===== src/rtl/pcs_sync_multilane.sv =====
// N-lane 1000BASE-X PCS code-group synchroniser, one independent sync FSM per lane.
// Optional loss-of-sync statistics (los_count port) are enabled by defining SYNC_STATS_EN.
module pcs_sync_multilane #(
    parameter int unsigned LANES      = 1,
    parameter int unsigned ACQ_COMMAS = 3,
    parameter int unsigned MAX_BAD    = 4,
    parameter int unsigned GOOD_CGS   = 3
) (
    input  logic                clk,
    input  logic                rst,
    input  logic [LANES-1:0]    PUDI,
    input  logic [10*LANES-1:0] rx_code_group,
    output logic [10*LANES-1:0] x,
    output logic [LANES-1:0]    SUDI,
    output logic [LANES-1:0]    rx_even,
    output logic [LANES-1:0]    sync_status
`ifdef SYNC_STATS_EN
    ,
    output logic [8*LANES-1:0]  los_count
`endif
);

    typedef enum logic [1:0] {
        StLossOfSync   = 2'd0,
        StAcquire      = 2'd1,
        StSyncAcquired = 2'd2
    } state_e;

    localparam logic [2:0] AcqLimit  = 3'(ACQ_COMMAS);
    localparam logic [2:0] BadLimit  = 3'(MAX_BAD);
    localparam logic [2:0] GoodLimit = 3'(GOOD_CGS);

    for (genvar k = 0; k < LANES; k++) begin : g_lane
        state_e     state_q, state_d;
        logic [2:0] acq_cnt_q, acq_cnt_d;
        logic [2:0] bad_cnt_q, bad_cnt_d;
        logic [2:0] good_cnt_q, good_cnt_d;
        logic [9:0] x_q, x_d;
        logic       sudi_q, sudi_d;
        logic       even_q, even_d;
        logic [9:0] cg;
        logic       comma, valid, bad, even_nx;

        assign cg    = rx_code_group[10*k +: 10];
        assign comma = (cg[9:3] == 7'b0011111) || (cg[9:3] == 7'b1100000);
        assign valid = ($countones(cg) >= 4) && ($countones(cg) <= 6) &&
                       (cg[9:4] != 6'b111111) && (cg[9:4] != 6'b000000);
        // A comma seen while out of sync re-establishes even alignment.
        assign even_nx = ((state_q == StLossOfSync) && comma) ? 1'b1 : ~even_q;
        assign bad     = !valid || (comma && !even_nx);

        always_comb begin
            state_d    = state_q;
            acq_cnt_d  = acq_cnt_q;
            bad_cnt_d  = bad_cnt_q;
            good_cnt_d = good_cnt_q;
            x_d        = x_q;
            even_d     = even_q;
            sudi_d     = 1'b0;
            if (PUDI[k]) begin
                sudi_d = 1'b1;
                x_d    = cg;
                even_d = even_nx;
                unique case (state_q)
                    StLossOfSync: begin
                        if (comma) begin
                            state_d   = StAcquire;
                            acq_cnt_d = 3'd1;
                        end
                    end
                    StAcquire: begin
                        if (bad) begin
                            state_d   = StLossOfSync;
                            acq_cnt_d = 3'd0;
                        end else if (comma) begin
                            if (acq_cnt_q + 3'd1 == AcqLimit) begin
                                state_d    = StSyncAcquired;
                                acq_cnt_d  = 3'd0;
                                bad_cnt_d  = 3'd0;
                                good_cnt_d = 3'd0;
                            end else begin
                                acq_cnt_d = acq_cnt_q + 3'd1;
                            end
                        end
                    end
                    StSyncAcquired: begin
                        if (bad) begin
                            good_cnt_d = 3'd0;
                            if (bad_cnt_q + 3'd1 == BadLimit) begin
                                state_d   = StLossOfSync;
                                bad_cnt_d = 3'd0;
                            end else begin
                                bad_cnt_d = bad_cnt_q + 3'd1;
                            end
                        end else if (bad_cnt_q != 3'd0) begin
                            // Every GOOD_CGS clean code groups repay one bad credit.
                            if (good_cnt_q + 3'd1 == GoodLimit) begin
                                bad_cnt_d  = bad_cnt_q - 3'd1;
                                good_cnt_d = 3'd0;
                            end else begin
                                good_cnt_d = good_cnt_q + 3'd1;
                            end
                        end else begin
                            good_cnt_d = 3'd0;
                        end
                    end
                    default: state_d = StLossOfSync;
                endcase
            end
        end

        always_ff @(posedge clk or negedge rst) begin
            if (!rst) begin
                state_q    <= StLossOfSync;
                acq_cnt_q  <= 3'd0;
                bad_cnt_q  <= 3'd0;
                good_cnt_q <= 3'd0;
                x_q        <= 10'd0;
                sudi_q     <= 1'b0;
                even_q     <= 1'b0;
            end else begin
                state_q    <= state_d;
                acq_cnt_q  <= acq_cnt_d;
                bad_cnt_q  <= bad_cnt_d;
                good_cnt_q <= good_cnt_d;
                x_q        <= x_d;
                sudi_q     <= sudi_d;
                even_q     <= even_d;
            end
        end

        assign x[10*k +: 10]  = x_q;
        assign SUDI[k]        = sudi_q;
        assign rx_even[k]     = even_q;
        assign sync_status[k] = (state_q == StSyncAcquired);

`ifdef SYNC_STATS_EN
        logic [7:0] los_q, los_d;

        always_comb begin
            los_d = los_q;
            if (PUDI[k] && (state_q == StSyncAcquired) && (state_d == StLossOfSync) &&
                (los_q != 8'hFF)) begin
                los_d = los_q + 8'd1;
            end
        end

        always_ff @(posedge clk or negedge rst) begin
            if (!rst) los_q <= 8'd0;
            else      los_q <= los_d;
        end

        assign los_count[8*k +: 8] = los_q;
`endif
    end

endmodule


===== config.mk =====
export PLATFORM = sky130hd
export DESIGN_NAME = pcs_sync_multilane
export DESIGN_NICKNAME = d
export VERILOG_FILES = /design/src/rtl/pcs_sync_multilane.sv
export SDC_FILE = /design/constraint.sdc
export NUM_CORES = 1
export LEC_CHECK = 0
export BUFFER_PORTS_ARGS = -buffer_cell sky130_fd_sc_hd__buf_4
export CAP_MARGIN = 20
export CORE_MARGIN = 2
export CORE_UTILIZATION = 50
export DETAILED_ROUTE_END_ITERATION = 10
export PLACE_DENSITY = 0.75
export SYNTH_ARGS = -nofsm -noshare
export SYNTH_HDL_FRONTEND = slang
export SYNTH_SLANG_ARGS = --single-unit

===== constraint.sdc =====
create_clock -name clk -period 2.2 [get_ports clk]
set_input_delay 0.33 -clock clk [delete_from_list [all_inputs] [get_ports clk]]
set_output_delay 0.33 -clock clk [all_outputs]
set_load 0.01 [all_outputs]

==> flow_summary.ini, run 1 <==
[min_path]
hold_start = rx_code_group[1]
hold_end = x[1]$_DFFE_PN0P_
hold_path_depth = 2
hold_path_class = in -> reg

[timing]
worstMarginPinSlew_ns = 0.391
maxSlewViolCount = 0
rsz0062_at_grt = yes
slew-limit-headroom_pct = 73.9
final-hold-violation-count = 0
layout_min_cycle_time_ns = 3.63
clock_skew_ns = 0.00884
setup_violations = 11
worst_slack_ns = -1.43
holdWs_ns = 0.257
fmax_ghz = 0.276
post-route-period-util_pct = 165

[detailed_routing]
routed_via_density = 5.26
first_pass_iters = 4
num_vias = 1356
drt-initial-drc-count = 44
wl_met2_um = 2080
wl_met1_um = 1530
wire_per_inst_um = 14.7
drt-total-wl_um = 3780
ant_nets = 0
route.detailed.drc = 0
met3_length_um = 119
top_layer = met4

[clocking]
clkLatencyLatePin_ns = 0.31
h-tree-depth = 1
cts_made_buffers = 3
clockRootBuffer = clkbuf_4
path_clk_slew_ns = 0.14
cts_tree = built
cts_sinks = 23
clock_path_buffers = 2

[cells_and_area]
layoutNonFillerInstCount = 258
utilization_pct = 76.5
diodes = 0
nNetsFinal = 248
drive_above_1_share_pct = 50.9
synthToLayoutAreaGrowth_pct = 46.2
fillerInstances = 213

[die]
fp.dieH_um = 60.5
die_area_um2 = 3660
initial_core_util_pct = 52.3
die_w_um = 60.5
num_rows = 20
ioPinCount = 26
coreArea_um2 = 3050

[synthesis]
synth-seq-cells = 23
postSynth.asyncResetShare_pct = 100
ys_seq_area_share_pct = 36.0
synth_ff_type = dfrtp_1
synth_area_um2 = 1600
ys_types = 42
ys_warn_count = 0
syn_avg_cell_area_um2 = 10.4
synth_top_area_cell = dfrtp_1
syn_nets = 187
synth_cells = 154
synth.area.top_cells = dfrtp_1 (36%), ha_1 (11%), mux2_2 (8.5%)
synth_edf_count = 0
synth_top_area_share_pct = 36.0

[grt]
grt_max_degree = 24
overflow = 0
grtUsageTotal_pct = 21.5
grt_pass1_vias = 1369
grt_pass1_wl_um = 5880
antenna_found_initial = 0

[placed_design]
dpl.cell_count = 242
gp_congestion = 0.852
dp_hpwl_um = 2620
dpl_worst_slack_ns = -1.82
numPortBuffers = 25

[power]
leakage_nw = 1.08
power_mw = 1.82
peakVddDrop_mv = 0.453
powerDensity_nw_per_um2 = 779

[outcome]
violations = setup timing
status = finished, violations left

[critical_path]
critPathLaunchType = input port
timing.rr.end = g_lane[0].good_cnt_q[0]$_DFFE_PN0P_
r2r.worst_path.cells = 7
cp.arrival_ns = 3.88
r2r_slack_ns = 0.02
crit_type = in -> reg
cp-end-kind = register
required_ns = 2.45
rr_startpoint = g_lane[0].acq_cnt_q[0]$_DFFE_PN0P_
cp_max_fo = 4

[flow_run]
cap_viol_max_count = 0
-- metrics by stage --
stage | setup TNS, ns | cell area (um^2)
finish | -14.86 | 2340
floorplan | -15.63 | 1650
detailed placement | -18.64 | 2050
global placement | -17.85 | 2050
global route | -15.66 | 2340
CTS | -13.92 | 2200
-- layout by cell type, fill, tap and decap left out, drive strengths merged, types with 4 or more instances in the layout --
cell type  synthesis  layout
mux2              12      12
fa                 6       6
nor2               7       7
buf                0      58
o21ai              4       4
nand2             11      11
a21oi              6       6
dfrtp             23      23
inv               22      22
ha                14      14
-- sequential cells by signal, summed over array words and instances (netlist names) --
register	count
x	10
g_lane.acq_cnt_q	3
rx_even	1
g_lane.good_cnt_q	3
g_lane.state_q	2
g_lane.bad_cnt_q	3
SUDI	1
-- report_power, final --
| part | total [mW] | internal (mW) | switching (mW) |
|---|---|---|---|
| Clock | 0.202 | 0.0679 | 0.134 |
| Sequential | 0.517 | 0.472 | 0.0454 |
| Combinational | 1.10 | 0.556 | 0.544 |
| Total | 1.82 | 1.10 | 0.723 |
-- metal layers --
| layer | vias to the layer above | track usage [%] |
|---|---|---|
| met5 | - | 0 |
| met4 | 0 | 9.63 |
| met3 | 6 | 2.35 |
| met2 | 32 | 38.8 |
| met1 | 659 | 25.8 |
| li1 | 659 | - |
-- kinds of logic after synthesis --
logic type	Yosys count	share of synthesized area (%)
adder cells (fa/ha/maj)	20	18.5
AO/OA/AOI/OAI	28	14.1
multiplexers	13	9.08
buffers and inverters	25	5.87
AND/OR/NAND/NOR	43	15.3
flip-flops	23	36.0
XOR/XNOR	2	1.10
-- critical path: stages --
cell       delay (ns)
buf_8            0.10
fa_1             0.55
inv_2            0.04
fa_1             0.47
fa_1             0.51
inv_2            0.05
ha_4             0.15
fa_2             0.41
nand2_2          0.07
inv_2            0.05
a2111oi_4        0.34
buf_4            0.20
nand2_4          0.06
or4_4            0.43
o21ai_2          0.13
-- synthesized netlist by cell type (2+ instances only) --
cell type and number:
dfrtp_1 23, inv_1 22, ha_1 14, mux2_2 12, nand2_1 11, nor2_1 7, fa_1 6, a21oi_1 5
clkbuf_1 3, nand2b_1 3, nand3_1 3, nor2b_1 3, nor3_1 3, o21ai_0 3, a21o_1 2, a31o_2 2
nand4_1 2, o22ai_1 2, o2bb2ai_1 2, o31ai_1 2, or4_1 2, xnor2_1 2
-- worst max-delay path by stage --
stage,from,endpoint,cells past startpoint,slack (ns)
finish,rx_code_group[5],g_lane[0].good_cnt_q[0]$_DFFE_PN0P_,15,-1.43
global route,rx_code_group[5],g_lane[0].good_cnt_q[0]$_DFFE_PN0P_,15,-1.50
CTS,rx_code_group[5],g_lane[0].state_q[0]$_DFFE_PN0P_,14,-1.38
detailed placement,rx_code_group[5],g_lane[0].good_cnt_q[1]$_DFFE_PN0P_,14,-1.82
global placement,rx_code_group[5],g_lane[0].good_cnt_q[0]$_DFFE_PN0P_,14,-1.73
floorplan,rx_code_group[5],g_lane[0].state_q[0]$_DFFE_PN0P_,13,-1.61
-- repair_timing --
| item | CTS | global route |
|---|---|---|
| buffers inserted | 6 | 7 |
| pin swaps | 11 | 9 |
| setup endpoints to repair | 11 | 11 |
| gates resized for setup | 14 | 22 |
| hold buffers | 1 | 0 |
| hold endpoints to repair | 23 | 0 |
-- cell type report --
cell class / count / area [um^2] / share of cell area (%)
multi-input cells: 106 / 1120 / 47.8
clock buffers: 3 / 22.5 / 0.964
clock inverters: 1 / 5.00 / 0.214
inverters: 22 / 82.6 / 3.54
flip-flops and latches: 23 / 576 / 24.6
well taps: 44 / 55.1 / 2.36
repair buffers: 59 / 479 / 20.5
No activity file was read; power rests on OpenSTA's default activity.
==> run 2: changes to the inputs <==
CTS_CLUSTER_SIZE = 24   (was unset)
SKIP_CTS_REPAIR_TIMING = 1   (was unset)
==> run 2 against run 1 <==
Compared with the run above:
- the flow still finishes with violations (setup timing)
- cell count decreased by 1.6%
- power decreased by 7.0%
- via count decreased by 2.4%
- register-to-register slack improved by 0.08 ns
- clock power about the same
- largest power group unchanged
==> flow_summary.ini, run 2 (synthesis gave the netlist of run 1 again) <==
[outcome]
status = finished, violations left
violations = setup timing

[clocking]
cts_made_buffers = 3
clkLatencyLatePin_ns = 0.31
cts_sinks = 23
cts_tree = built
h-tree-depth = 1
path_clk_slew_ns = 0.13
clock_path_buffers = 2
clockRootBuffer = clkbuf_4

[detailed_routing]
num_vias = 1324
drt-initial-drc-count = 18
route.detailed.drc = 0
drt-total-wl_um = 3530
wire_per_inst_um = 13.9
routed_via_density = 5.21
first_pass_iters = 5
ant_nets = 0

[timing]
worstMarginPinSlew_ns = 0.350
rsz0062_at_grt = yes
holdWs_ns = 0.254
final-hold-violation-count = 0
post-route-period-util_pct = 165
setup_violations = 11
maxSlewViolCount = 0
worst_slack_ns = -1.42
fmax_ghz = 0.276
layout_min_cycle_time_ns = 3.62
clock_skew_ns = 0.00495
slew-limit-headroom_pct = 76.7

[critical_path]
cp.arrival_ns = 3.84
critPathLaunchType = input port
crit_type = in -> reg
cp-end-kind = register
r2r_slack_ns = 0.10
required_ns = 2.42
cp_max_fo = 3

[placed_design]
dpl_worst_slack_ns = -1.82
dp_hpwl_um = 2620
gp_congestion = 0.852
numPortBuffers = 25

[power]
leakage_nw = 1.03
powerDensity_nw_per_um2 = 753
peakVddDrop_mv = 0.392

[min_path]
hold_path_class = in -> reg

[grt]
antenna_found_initial = 0
grt_pass1_wl_um = 5420
grtUsageTotal_pct = 19.7
grt_pass1_vias = 1310
overflow = 0
grt_max_degree = 24

[cells_and_area]
synthToLayoutAreaGrowth_pct = 40.6
diodes = 0
drive_above_1_share_pct = 49.5
utilization_pct = 73.6
final_common_cell = buf_4
largest_reg_flops = 10
layout_common_cells = buf_4 (50), dfrtp_1 (23), inv_1 (19)
nNetsFinal = 244

[die]
fp.dieH_um = 60.5
die_area_um2 = 3660
die_w_um = 60.5
initial_core_util_pct = 52.3
num_rows = 20
coreArea_um2 = 3050
ioPinCount = 26

[flow_run]
cap_viol_max_count = 0
## run 2: cell type report
type | count | area, um^2
multi-input cells | 106 | 1070
fillers | 229 | 807
flip-flops and latches | 23 | 576
repair buffers | 55 | 430
inverters | 22 | 85.1
well taps | 44 | 55.1
clock buffers | 3 | 22.5
clock inverters | 1 | 5.00
## run 2: worst max-delay path, stage by stage
cell and delay, ns:
buf_6 0.10, fa_1 0.52, inv_1 0.05, fa_1 0.49, fa_1 0.41, inv_1 0.07, ha_2 0.18, fa_2 0.43
nand2_2 0.08, inv_2 0.06, a2111oi_4 0.34, buf_4 0.20, nand3_2 0.08, and3b_2 0.24, mux2_2 0.26
## run 2: per-layer routing
metal / global-route usage, % / wire, um / vias up
met5: 0 / 0 / -
met4: 9.01 / 80 / 0
met3: 2.35 / 109 / 9
met2: 36.2 / 1880 / 34
met1: 23.0 / 1450 / 640
li1: - / - / 641
## run 2: report_power, final
part | internal, mW | switching, mW
sequential | 0.472 | 0.0383
clock | 0.0680 | 0.134
combinational | 0.492 | 0.488
## run 2: final timing paths
check | startpoint | end | depth (start not counted)
max | rx_code_group[5] | g_lane[0].state_q[0]$_DFFE_PN0P_ | 15
min | PUDI | SUDI$_DFF_PN0_ | 1
max reg2reg | g_lane[0].state_q[1]$_DFFE_PN0P_ | g_lane[0].state_q[0]$_DFFE_PN0P_ | 8
min reg2reg | g_lane[0].good_cnt_q[0]$_DFFE_PN0P_ | g_lane[0].good_cnt_q[0]$_DFFE_PN0P_ | 1
max in group asynchronous | rst | g_lane[0].bad_cnt_q[1]$_DFFE_PN0P_ | 2
min in group asynchronous | rst | g_lane[0].good_cnt_q[0]$_DFFE_PN0P_ | 2
## run 2: through the flow
stage | cells | setup TNS [ns] | cell area, um^2 | total power, mW
floorplan | 154 | -15.63 | 1650 | 1.01
global placement | 242 | -17.85 | 2050 | 1.24
detailed placement | 242 | -18.64 | 2050 | 1.28
CTS | 246 | -14.82 | 2080 | 1.49
global route | 254 | -15.64 | 2250 | 1.81
finish | 254 | -14.63 | 2250 | 1.69
